File: config.mk
export PLATFORM = sky130hd
export DESIGN_NAME = uart_tx_ring
export DESIGN_NICKNAME = d
export VERILOG_FILES = /design/src/rtl/uart_tx_ring.sv
export SDC_FILE = /design/constraint.sdc
export NUM_CORES = 1
export LEC_CHECK = 0
export ABC_AREA = 1
export BUFFER_PORTS_ARGS = -buffer_cell sky130_fd_sc_hd__buf_2
export CORE_MARGIN = 2
export CORE_UTILIZATION = 39
export DETAILED_ROUTE_END_ITERATION = 12
export HOLD_SLACK_MARGIN = 0.05
export PLACE_DENSITY = 0.74
export SYNTH_ARGS = -nofsm -noshare
export SYNTH_HDL_FRONTEND = slang
export SYNTH_SLANG_ARGS = --single-unit
export TNS_END_PERCENT = 10
File: constraint.sdc
create_clock -name clk -period 2.2 [get_ports clk]
set_input_delay 0.22 -clock clk [delete_from_list [all_inputs] [get_ports clk]]
set_output_delay 0.22 -clock clk [all_outputs]
set_load 0.01 [all_outputs]
File: src/rtl/uart_tx_ring.sv
// Transmit ring between the picorv32 data-register bus and the uart core transmit port.
// CPU writes are queued in a 2**RING_SIZE_TX entry ring and handed to the core one byte per tx_load.
`timescale 1ns/1ps
module uart_tx_ring #(
    parameter int RING_SIZE_TX  = 2,
    parameter int STALL_ON_FULL = 1,
    parameter int BUSY_TIMEOUT  = 15
) (
    input  logic        clk,
    input  logic        resetn,
    input  logic        reg_dat_we,
    input  logic [31:0] reg_dat_di,
    output logic        reg_dat_wait,
    input  logic        reg_state_re,
    output logic [31:0] reg_state_do,
    input  logic        tx_busy,
    output logic        tx_load,
    output logic [7:0]  tx_data
);
    localparam int DEPTH = 1 << RING_SIZE_TX;
    localparam int CW    = RING_SIZE_TX + 1;
    localparam int TW    = (BUSY_TIMEOUT < 1) ? 1 : $clog2(BUSY_TIMEOUT + 1);
    localparam logic STALL = (STALL_ON_FULL != 0);
    localparam logic [RING_SIZE_TX-1:0] PTR_ONE = RING_SIZE_TX'(1);
    localparam logic [CW-1:0]           CNT_ONE = CW'(1);
    localparam logic [TW-1:0]           TMR_ONE = TW'(1);

    typedef enum logic [1:0] {
        S_IDLE    = 2'd0,
        S_LOAD    = 2'd1,
        S_WAIT_HI = 2'd2,
        S_WAIT_LO = 2'd3
    } state_t;

    state_t                  state_q, state_d;
    logic [RING_SIZE_TX-1:0] head_q, head_d, tail_q, tail_d;
    logic [CW-1:0]           count_q, count_d;
    logic [TW-1:0]           timer_q, timer_d;
    logic [7:0]              ring_q [DEPTH];
    logic [7:0]              ring_d [DEPTH];
    logic                    ovf_q, ovf_d;
    logic                    tx_load_q, tx_load_d;
    logic [7:0]              tx_data_q, tx_data_d;
    logic                    full_s, empty_s, push_s, pop_s, drop_s;
    logic [8:0]              count_ext_s;
    logic                    unused_di_s;

    assign unused_di_s = ^reg_dat_di[31:8];

    // Occupancy flags, push/pop qualification and the status word, all from registered count.
    always_comb begin
        full_s       = (count_q == CW'(DEPTH));
        empty_s      = (count_q == {CW{1'b0}});
        push_s       = reg_dat_we && !full_s;
        drop_s       = reg_dat_we && full_s && !STALL;
        pop_s        = (state_q == S_IDLE) && !empty_s && !tx_busy;
        reg_dat_wait = reg_dat_we && full_s && STALL;
        count_ext_s  = 9'(count_q);
        reg_state_do = {16'h0000, count_ext_s[7:0], 5'b00000, ovf_q, full_s, empty_s};
    end

    // Ring storage, pointers, occupancy count, presented byte and sticky overflow.
    always_comb begin
        ring_d    = ring_q;
        tail_d    = tail_q;
        head_d    = head_q;
        count_d   = count_q;
        tx_data_d = tx_data_q;
        ovf_d     = ovf_q;
        if (push_s) begin
            ring_d[tail_q] = reg_dat_di[7:0];
            tail_d         = tail_q + PTR_ONE;
        end else begin
            tail_d = tail_q;
        end
        if (pop_s) begin
            tx_data_d = ring_q[head_q];
            head_d    = head_q + PTR_ONE;
        end else begin
            head_d = head_q;
        end
        case ({push_s, pop_s})
            2'b10:   count_d = count_q + CNT_ONE;
            2'b01:   count_d = count_q - CNT_ONE;
            default: count_d = count_q;
        endcase
        // A dropped write on the same edge as a status read keeps the flag set.
        if (drop_s) begin
            ovf_d = 1'b1;
        end else if (reg_state_re) begin
            ovf_d = 1'b0;
        end else begin
            ovf_d = ovf_q;
        end
    end

    // Handshake FSM: pop in IDLE, then wait for the core's busy pulse or give up after the timeout.
    always_comb begin
        state_d   = state_q;
        timer_d   = timer_q;
        tx_load_d = (state_q == S_LOAD);
        case (state_q)
            S_IDLE: begin
                if (pop_s) state_d = S_LOAD;
                else       state_d = S_IDLE;
            end
            S_LOAD: begin
                state_d = S_WAIT_HI;
                timer_d = {TW{1'b0}};
            end
            S_WAIT_HI: begin
                if (tx_busy)                               state_d = S_WAIT_LO;
                else if (timer_q == TW'(BUSY_TIMEOUT))     state_d = S_IDLE;
                else                                       timer_d = timer_q + TMR_ONE;
            end
            S_WAIT_LO: begin
                if (!tx_busy) state_d = S_IDLE;
                else          state_d = S_WAIT_LO;
            end
            default: state_d = S_IDLE;
        endcase
    end

    // State and datapath registers.
    always_ff @(posedge clk or negedge resetn) begin
        if (!resetn) begin
            state_q   <= S_IDLE;
            head_q    <= {RING_SIZE_TX{1'b0}};
            tail_q    <= {RING_SIZE_TX{1'b0}};
            count_q   <= {CW{1'b0}};
            timer_q   <= {TW{1'b0}};
            ovf_q     <= 1'b0;
            tx_load_q <= 1'b0;
            tx_data_q <= 8'h00;
            for (int i = 0; i < DEPTH; i++) ring_q[i] <= 8'h00;
        end else begin
            state_q   <= state_d;
            head_q    <= head_d;
            tail_q    <= tail_d;
            count_q   <= count_d;
            timer_q   <= timer_d;
            ovf_q     <= ovf_d;
            tx_load_q <= tx_load_d;
            tx_data_q <= tx_data_d;
            ring_q    <= ring_d;
        end
    end

    assign tx_load = tx_load_q;
    assign tx_data = tx_data_q;

endmodule

Word level (Yosys, flattened, before mapping)
Cells that the tools add are included.
W data, S select, Z words.
{"block": "word_totals", "register_bits": 54, "latchBits": 0, "ramBits": 0, "mem_bits_ro": 0, "inputBits": 37, "out_inout_bits": 42, "wordCells": 59, "mem_count": 0}
{"block": "classes", "addsub": 5, "multipliers": 0, "div": 0, "order_cmp": 3, "eq_ne": 10, "shift": 0, "mux": 15, "bitwise": 2, "n_reduce_logical": 13}
{"cell": "$bwmux W32", "count": 1}
{"cell": "$mux W8", "count": 3}
{"cell": "$bmux W8 S2", "count": 1}
{"cell": "$demux W8 S2", "count": 1}
{"cell": "$mux W4", "count": 2}
{"cell": "$pmux W2 S4", "count": 1}
{"cell": "$pmux W4 S2", "count": 1}
{"cell": "$eq A2 B2 Y1 const B", "count": 3}
{"cell": "$ge A3 B3 Y1 const B", "count": 2}
{"cell": "$mux W2", "count": 3}
{"cell": "$not A2 Y3", "count": 2}
{"cell": "$pmux W3 S2", "count": 1}
{"cell": "$logic_and A1 B1 Y1", "count": 5}
{"cell": "$add A2 B1 Y2 const B", "count": 2}
{"cell": "$add A4 B1 Y4 const B", "count": 1}
{"cell": "$eq A2 B1 Y1 const B", "count": 2}
{"cell": "$eq A4 B4 Y1 const B", "count": 1}
{"cell": "$ne A2 B2 Y1 const B", "count": 2}
{"cell": "$reduce_bool A2 Y1", "count": 2}
{"cell": "$add A3 B1 Y3 const B", "count": 1}
{"cell": "$eq A3 B3 Y1 const B", "count": 1}
{"cell": "$logic_not A1 Y1", "count": 3}
{"cell": "$logic_not A3 Y1", "count": 1}
{"cell": "$lt A3 B1 Y1 const B", "count": 1}
{"cell": "5 further kinds", "count": 5}

Depth between registers and ports, before layout
Gate-level depths: netlist of run 1.
{"block": "depth", "ltp_word": 6, "mapped_depth": 11, "depth_no_buf": 10}

Worst setup path after synthesis of run 1
No wires, ideal clock.
{"block": "synth_path", "path_type": "register -> register", "start": "register count_q[2]", "end": "register count_q[2]", "setup_time_ns": 0.079, "arrival_time_ns": 1.954, "required_ns": 2.121, "slack_ns": 0.167, "path_stages_with_launch": 12, "n_path_buf": 1, "period_less_slack_ns": 2.033, "cell_sequence": "dfrtp_1 -> inv_1 -> nand3_1 -> inv_1 -> nor2_4 -> buf_4 -> ha_1 -> inv_1 -> fa_1 -> or2_2 -> nand2_1 -> xor2_1"}
{"block": "synth_via", "elab_chain_cells": 6, "word_cells_on_any_way": 13, "cone_classes": "add/sub (2); eq/ne (3); mux (1); reduce/logical (7)"}
{"item": "start, declared", "line": "37", "rtl": "logic [CW-1:0] count_q, count_d;"}
{"item": "start signal, assigned", "line": "130", "rtl": "count_q <= {CW{1'b0}};"}
{"item": "start signal, assigned", "line": "140", "rtl": "count_q <= count_d;"}
{"item": "$logic_not A3 Y1 (*)", "line": "53", "rtl": "empty_s = (count_q == {CW{1'b0}});"}
{"item": "net empty_s", "line": "44", "rtl": "logic full_s, empty_s, push_s, pop_s, drop_s;"}
{"item": "$logic_not A1 Y1 (*)", "line": "56", "rtl": "pop_s = (state_q == S_IDLE) && !empty_s && !tx_busy;"}
{"item": "$logic_and A1 B1 Y1 (*) (2 in series)", "line": "56"}
{"item": "net pop_s", "line": "44"}
{"item": "$eq A2 B1 Y1 / $eq A2 B2 Y1 (equally long branches)", "line": "82", "rtl": "case ({push_s, pop_s})"}
{"item": "$pmux W3 S2 / $reduce_bool A2 Y1 (equally long branches)"}
The timed path passes the listed nets; every way through them passes the cells marked *.
A chain may end at the register's enable or synchronous reset.

Worst setup path after layout of run 1
{"block": "layout_path", "start": "register count_q[1]", "end": "register count_q[2]"}
{"block": "layout_via", "elab_chain_cells": 6, "word_cells_on_any_way": 13, "cone_classes": "add/sub (2); eq/ne (3); mux (1); reduce/logical (7)"}
{"item": "$logic_not A3 Y1", "line": "53"}
{"item": "$logic_not A1 Y1", "line": "56"}
{"item": "$logic_and A1 B1 Y1 (2 in series)", "line": "56"}
{"item": "$eq A2 B1 Y1 / $eq A2 B2 Y1 (equally long branches)", "line": "82"}
{"item": "$pmux W3 S2 / $reduce_bool A2 Y1 (equally long branches)"}
Several ways; a longest one is shown, not always the timed one.

==> out/metrics.yaml, run 1 <==
status:
  status: "finished, final reports clean"
worst_setup_path:
  worstSetupStartpoint: "count_q[1]"
  end_kind: "flip-flop"
  path_max_fanout: 4
  required_ns: 2.42
  start_kind: "flip-flop"
  slowest_delay_ns: 0.40
  cp_data_arrival_time_ns: 2.19
  crit_family: "simple AND/OR/NAND/NOR gates"
  path_buf_inv: 2
  worstSetupPathType: "flip-flop to flip-flop"
  path_cells: "inv_1 -> nand3_4 -> nand2_1 -> ha_1 -> inv_1 -> fa_1 -> or2_2 -> nand2_1 -> xor2_1"
  cp_slowest_cell: "dfrtp_1"
  reg2reg_from: "count_q[1]"
  reg2reg_slack_ns: 0.23
sta:
  finalSetupTns_ns: 0
  fin_crit_ns: 1.97
  finalSetupViolations: 0
  drv_slew: 0
  finalCritPeriodShare_pct: 89.5
  worst_pin_slew_ns: 0.825
  finalClockSkew_ns: 0.00553
  max_slew_margin_pct: 45.0
  rsz0062_at_grt: "no"
  hold_viol_final: 0
  fmax_mhz: 508
  worst_hold_slack_ns: 0.218
logic_synthesis:
  yosysSeqAreaShare_pct: 47.5
  synth.area.top_cells: "dfrtp_1, nand2_1, buf_4"
  yosysTopAreaCell: "dfrtp_1"
  syn_avg_cell_area_um2: 8.34
  syn_area_um2: 2840
  synthDistinctLibCells: 23
  yosys_register_bits: 54
  ys_warn_count: 0
  synth_cells: 341
  synth_top_area_share_pct: 47.5
clocking:
  cts-root-buf: "clkbuf_8"
  cts.repair.resized: 0
  clock-sinks: 54
  numCtsBuffers: 5
  htreeDepth: 2
  clk_latency_ns: 0.30
  cts_tree: "built"
  cts_buffer_depth: 2
  path_clk_slew_ns: 0.09
final_layout:
  antenna_cells: 0
  n_fill_cell: 710
  multi_input_area_um2: 1190
  regArea_um2: 1350
  utilization_pct: 42.5
  final_nets: 412
  syn_to_final_growth_pct: 6.65
  drive_gt1_share_pct: 14.9
  layout_commonest_cell: "nand2_1"
  layout_common_cells: "nand2_1, dfrtp_1, conb_1, buf_2, o21ai_1"
power:
  seq_power_share_pct: 43.2
  pwr-share-clk_pct: 13.5
  peakVddDrop_uv: 359
  p_sw_w: 0.00165
  leakage_nw: 1.67
  power.internal_w: 0.00227
  combPwrFrac_pct: 43.4
  finalPower_w: 0.00392
  switching_share_pct: 42.0
  power_density_nw_per_um2: 1290
route:
  drt_wl_total_mm: 4.83
  drt-initial-drc-count: 132
  ant_nets: 0
  wl_per_cell_um: 10.3
  drc: 0
  vias_per_cell: 4.40
  dr.pass1.iters: 4
  vias: 2053
die:
  die_y_um: 89.4
  die_x_um: 89.4
  dieArea_um2: 7990
  num_rows: 31
  ios: 79
  initial_utilization_pct: 39.8
  coreArea_um2: 7140
global_routing:
  grt_pass1_wl_mm: 8.27
  grt_pass1_vias: 1829
  antenna_found_initial: 0
  grtUsageTotal_pct: 13.2
  grt.overflow.total: 0
  grt_max_degree: 39
placement:
  gp_congestion: 0.714
  port_buffers: 26
  dp_hpwl_mm: 3.43
worst_hold_path:
  min_from: "reg_dat_di[2]"
  hold_path.class: "input pin to flip-flop"
flow_run:
  maxCapViolations: 0
[layer usage]
metal	vias to the layer above	share of wire [%]	track usage (%)
li1	1055	-	-
met1	944	44	16.9
met2	52	49	21.6
met3	2	6.3	3.05
met4	0	0.91	5.02
met5	-	0	0
[power groups by stage]
stage | clock, W | combinational [W] | sequential (W)
2_1_floorplan | 0 | 0.00140 | 0.00167
3_3_place_gp | 0 | 0.00167 | 0.00169
3_5_place_dp | 0 | 0.00172 | 0.00171
4_1_cts | 0.000545 | 0.00172 | 0.00169
5_1_grt | 0.000578 | 0.00199 | 0.00174
6_report | 0.000527 | 0.00170 | 0.00169
[per-stage QoR]
stage                     cells  worst slack, ns  instance area [um2]
after CTS                   467            0.200                 3030
after detailed placement    459            0.199                 2940
final                       467            0.232                 3030
after global routing        467            0.107                 3030
after floorplan             367            0.167                 2940
after global placement      459            0.285                 2940
[final cells by class]
cell class / instances / share of cell area, %
repair buffers: 32 / 5.86
flip-flops and latches: 54 / 44.6
inverters: 27 / 3.34
clock buffers: 5 / 2.27
clock inverters: 2 / 0.454
well taps: 99 / 4.09
multi-input cells: 248 / 39.4
[sequential cells by signal, summed over array words and instances (netlist names)]
signal / count
ring_q: 32
tx_data: 8
timer_q: 4
count_q: 3
head_q: 2
state_q: 2
tail_q: 2
tx_load: 1
[worst min-delay path, delay by kind of cell]
kind | cells | cell delay (ns)
buffers and inverters | 2 | 0.14
AOI/OAI and AO/OA | 1 | 0.13
[logic make-up (layout without fill, tap and decap cells)]
group	count (synthesis)	count (layout)	synth area share, %
xor+xnor	5	5	1.54
flops	54	54	47.5
other cells	1	27	0.132
simple gates	171	171	25.7
buf+inv	65	66	13.9
compound gates	38	38	7.83
fa+ha+maj	7	7	3.35
[what timing repair did]
action / CTS / global route
setup buffers: 0 / 0
endpoints found under the hold margin: 36 / 0
hold buffers: 1 / 0
[synth_stat cells (all sizes together)]
library cell	number
nor2	9
a21oi	2
or2	1
o21ai	35
clkinv	2
xor2	3
buf	38
xnor2	2
conb	1
ha	6
fa	1
dfrtp	54
nand2	147
inv	25
o211ai	1
nand3	14
[final timing paths]
path | endpoint | depth (start not counted)
setup / recovery | count_q[2] | 9
hold / removal | ring_q[10] | 3
setup reg to reg | count_q[2] | 9
hold reg to reg | tx_data[2] | 2
max in group asynchronous | state_q[0] | 3
min in group asynchronous | tx_data[6] | 2
(Power assumes the default switching activity.)
==> inputs of run 2 (changes only) <==
==> constraint.sdc (replaced) <==
create_clock -name clk -period 2.2 [get_ports clk]
set_input_delay 0.44 -clock clk [delete_from_list [all_inputs] [get_ports clk]]
set_output_delay 0.44 -clock clk [all_outputs]
set_load 0.01 [all_outputs]
==> run 2 against run 1 <==
- critical path type unchanged
- clock power is 2% higher
- design area down 0.58%
- worst setup slack worse by 0.035 ns
- sequential power about the same
- maximum frequency down 1.7%
- highest routed layer unchanged
- sequential cell count is the same
- count of clock-buffer cells in the layout stayed put
- largest power group unchanged
- first-iteration DRC count increased by 52%
==> out/metrics.yaml, run 2 (synthesized netlist as in run 1, its figures left out) <==
worst_setup_path:
  required_ns: 2.43
  worst_r2r_path_depth: 9
  worstSetupPathType: "flip-flop to flip-flop"
  crit_family: "simple AND/OR/NAND/NOR gates"
  start_kind: "flip-flop"
  path_buf_inv: 2
  worst-path-stages: 9
  path_cells: "inv_1 -> nand3_4 -> nand2_1 -> ha_1 -> inv_1 -> fa_1 -> or2_2 -> nand2_1 -> xor2_1"
  cp_data_arrival_time_ns: 2.24
  end_kind: "flip-flop"
  cp_slowest_cell: "dfrtp_1"
  slowest_delay_ns: 0.40
  path_max_fanout: 4
global_routing:
  grt_pass1_wl_mm: 8.40
  grt_pass1_vias: 1882
  grtUsageMet3_pct: 2.40
  antenna_found_initial: 0
  grtUsageTotal_pct: 13.4
  grt_max_degree: 55
  use_met2_pct: 23.1
  met1_usage_pct: 16.3
  busiest_layer: "met2"
  grt.overflow.total: 0
sta:
  fmax_mhz: 499
  finalClockSkew_ns: 0.00676
  fin_crit_ns: 2.00
  finalSetupViolations: 0
  max_slew_margin_pct: 55.8
  finalSetupTns_ns: 0
  rsz0062_at_grt: "no"
  drv_slew: 0
  worst_pin_slew_ns: 0.664
  worst_hold_slack_ns: 0.234
  hold_viol_final: 0
  finalCritPeriodShare_pct: 91.0
route:
  ant_nets: 0
  dr.pass1.iters: 4
  drt-initial-drc-count: 200
  drt_wl_total_mm: 4.92
  vias: 2034
  drc: 0
  vias_per_cell: 4.37
  wl_per_cell_um: 10.6
die:
  die_y_um: 89.4
  coreArea_um2: 7140
  dieArea_um2: 7990
  num_rows: 31
  ios: 79
  die_x_um: 89.4
  initial_utilization_pct: 39.8
clocking:
  clock-sinks: 54
  path_clk_slew_ns: 0.10
  clk_latency_ns: 0.31
  htreeDepth: 2
  post_cts_buffers: 0
  cts_tree: "built"
  numCtsBuffers: 5
  ctsHoldBuffers: 0
  cts.repair.resized: 0
  cts_buffer_depth: 2
  cts-root-buf: "clkbuf_8"
placement:
  gp_congestion: 0.761
  port_buffers: 26
  dp_hpwl_mm: 3.37
  place_inst: 458
final_layout:
  largest-register: "ring_q"
  antenna_cells: 0
  finalNonFillerCells: 465
  layout_commonest_cell: "nand2_1"
  largest_reg_flops: 32
  final_nets: 410
  drive_gt1_share_pct: 14.8
  syn_to_final_growth_pct: 6.03
  layout_common_cells: "nand2_1, dfrtp_1, conb_1, buf_2, o21ai_1"
power:
  power.internal_w: 0.00227
  pwr-share-clk_pct: 13.8
  p_sw_w: 0.00165
  power_density_nw_per_um2: 1300
  leakage_nw: 1.66
  peakVddDrop_uv: 366
  combPwrFrac_pct: 43.3
  seq_power_share_pct: 42.9
  switching_share_pct: 42.1
flow_run:
  maxCapViolations: 0
worst_hold_path:
  hold_path.class: "input pin to async pin"
status:
  status: "finished, final reports clean"
## run 2: changes by cell type in the layout (fill, tap and decap cells not counted)
cell / before / now
buf_4: 5 / 4
dlygate4sd3_1: 1 / 0
## run 2: worst paths after layout
check | end | slack [ns] | start
max in group asynchronous | count_q[2] | 1.52 | resetn
hold reg to reg | tx_data[6] | 0.47 | tx_data[6]
hold / removal | tx_data[6] | 0.23 | resetn
setup / recovery | count_q[2] | 0.20 | count_q[1]
setup reg to reg | count_q[2] | 0.20 | count_q[1]
min in group clk | ring_q[13] | 0.43 | reg_dat_di[5]
## run 2: through the flow
stage               instance area [um2]  total power, W  util (%)  worst slack, ns
floorplan                          2940         0.00307         -            0.148
global placement                   2930         0.00335      41.1            0.114
detailed placement                 2930         0.00341      41.1           0.0993
CTS                                3010         0.00396      42.2            0.185
global route                       3010         0.00431      42.2          0.00775
finish                             3010         0.00392      42.2            0.197
## run 2: layer usage
| metal | vias to the layer above | part of all wire [%] |
|---|---|---|
| li1 | 1044 | - |
| met1 | 930 | 44 |
| met2 | 53 | 49 |
| met3 | 7 | 5.4 |
| met4 | 0 | 1.7 |
| met5 | - | 0 |
## run 2: area by class of cell
| type | count | area, um2 |
|---|---|---|
| clock buffer | 5 | 68.8 |
| sequential | 54 | 1350 |
| inverter | 27 | 101 |
| clock inverter | 2 | 13.8 |
| tap | 99 | 124 |
| multi-input combinational | 248 | 1190 |
| timing repair buffer | 30 | 160 |
| fill | 710 | 4120 |
## run 2: power groups by stage
stage                     clock network [W]  registers, W  logic (W)
final                              0.000540       0.00168    0.00170
after floorplan                           0       0.00167    0.00140
after global routing               0.000589       0.00173    0.00199
after global placement                    0       0.00168    0.00167
after CTS                          0.000558       0.00168    0.00172
after detailed placement                  0       0.00170    0.00171
==> inputs of run 3 (changes only) <==
--- a/config.mk
+++ b/config.mk
@@ -8,10 +8,11 @@
 export ABC_AREA = 1
 export BUFFER_PORTS_ARGS = -buffer_cell sky130_fd_sc_hd__buf_2
 export CORE_MARGIN = 2
-export CORE_UTILIZATION = 39
+export CORE_UTILIZATION = 52
 export DETAILED_ROUTE_END_ITERATION = 12
 export HOLD_SLACK_MARGIN = 0.05
-export PLACE_DENSITY = 0.74
+export PLACE_DENSITY = 0.91
+export SKIP_CTS_REPAIR_TIMING = 1
 export SYNTH_ARGS = -nofsm -noshare
 export SYNTH_HDL_FRONTEND = slang
 export SYNTH_SLANG_ARGS = --single-unit
==> run 3 against run 2 <==
- worst hold slack worse by 0.12 ns
- maximum frequency down 0.34%
- critical path depth unchanged
- die area down 24%
- non-clock buffer count up 2
- clock power up 2%
- utilization up 16 points
- via count up 1.7%
- sequential cell count unchanged
- first-iteration DRC count down 32%
- critical path type unchanged
==> out/metrics.yaml, run 3 (synthesized netlist as in run 1, its figures left out) <==
clocking:
  htreeDepth: 2
  clock-sinks: 54
  numCtsBuffers: 5
  clk_latency_ns: 0.30
  cts_buffer_depth: 2
  cts-root-buf: "clkbuf_8"
  path_clk_slew_ns: 0.09
  cts_tree: "built"
die:
  die_y_um: 77.9
  initial_utilization_pct: 54.6
  dieArea_um2: 6070
  ios: 79
  die_x_um: 77.9
  num_rows: 26
  coreArea_um2: 5200
power:
  power_density_nw_per_um2: 1320
  leakage_nw: 1.68
  peakVddDrop_uv: 572
  finalPower_w: 0.00397
global_routing:
  grt_max_degree: 55
  grt_pass1_wl_mm: 8.35
  grt.overflow.total: 0
  grt_pass1_vias: 1940
  antenna_found_initial: 0
  grtUsageTotal_pct: 17.2
sta:
  worst_hold_slack_ns: 0.116
  fmax_mhz: 498
  finalWorstSetupSlack_ns: 0.190
  finalSetupViolations: 0
  fin_crit_ns: 2.01
  drv_slew: 0
  finalClockSkew_ns: 0.00549
  hold_viol_final: 0
  finalSetupTns_ns: 0
  rsz0062_at_grt: "no"
  finalCritPeriodShare_pct: 91.4
route:
  drc: 0
  drt-initial-drc-count: 137
  vias: 2068
  ant_nets: 0
  wl_per_cell_um: 11.2
  vias_per_cell: 4.71
  dr.pass1.iters: 4
  drt_wl_total_mm: 4.91
flow_run:
  maxCapViolations: 0
status:
  status: "finished, final reports clean"
worst_setup_path:
  reg2reg_from: "count_q[1]"
  end_kind: "flip-flop"
  required_ns: 2.44
  reg2reg_slack_ns: 0.19
  worstSetupPathType: "flip-flop to flip-flop"
  cp_data_arrival_time_ns: 2.25
  worst_r2r_path_depth: 9
  start_kind: "flip-flop"
  path_max_fanout: 4
  regToRegEndpoint: "count_q[2]"
final_layout:
  drive_gt1_share_pct: 15.2
  layout_commonest_cell: "nand2_1"
  layout_common_cells: "nand2_1, dfrtp_1, conb_1, buf_2, o21ai_1"
  largest_reg_flops: 32
  largest-register: "ring_q"
  design_area_um2: 3010
  final_nets: 412
  syn_to_final_growth_pct: 6.03
  antenna_cells: 0
placement:
  gp_congestion: 0.822
  place_area_um2: 2920
  dp_hpwl_mm: 3.48
  dp_slack_ns: 0.152
  port_buffers: 26
worst_hold_path:
  hold_path.class: "input pin to async pin"
==> run 3: cell types whose count changed in the layout (fill, tap and decap cells not counted), sizes merged <==
cell and delta:
clkbuf +2, inv -1, buf +2
==> run 3: power breakdown <==
part	total, W	internal (W)	switching [W]
sequential	0.00170	0.00142	0.000279
combinational	0.00172	0.000633	0.00108
clock	0.000552	0.000254	0.000297
total	0.00397	0.00231	0.00166
==> run 3: worst max-delay path by stage <==
stage	from	end	slack [ns]
3_3_place_gp	tx_busy	count_q[2]	0.16
6_report	count_q[1]	count_q[2]	0.19
2_1_floorplan	tx_busy	count_q[2]	0.15
5_1_grt	count_q[1]	count_q[2]	0.04
3_5_place_dp	tx_busy	count_q[2]	0.15
4_1_cts	count_q[1]	count_q[2]	0.19
==> run 3: area by class of cell <==
type / instances / area [um2]
clock inverters: 1 / 5.00
clock buffers: 7 / 86.3
flip-flops and latches: 54 / 1350
inverters: 27 / 101
fillers: 460 / 2190
multi-input cells: 248 / 1190
well taps: 70 / 87.6
repair buffers: 32 / 188
==> run 3: layer usage <==
metal	track usage (%)	vias up	part of all wire, %
li1	-	1052	-
met1	21.2	943	43
met3	3.72	8	5.5
met5	0	-	0
met4	5.79	0	1.3
met2	29.9	65	50
==> run 3: worst max-delay path, stage by stage (launching register included) <==
cell and delay [ns]:
dfrtp_1 0.40, inv_1 0.16, nand3_4 0.09, nand2_1 0.16
ha_1 0.17, inv_1 0.06, fa_1 0.38, or2_2 0.30
nand2_1 0.08, xor2_1 0.14
==> run 3: through the flow <==
step	util [%]	instances
finish	57.9	439
global route	57.9	439
CTS	57.9	439
detailed placement	56.2	431
global placement	56.2	431
floorplan	-	367
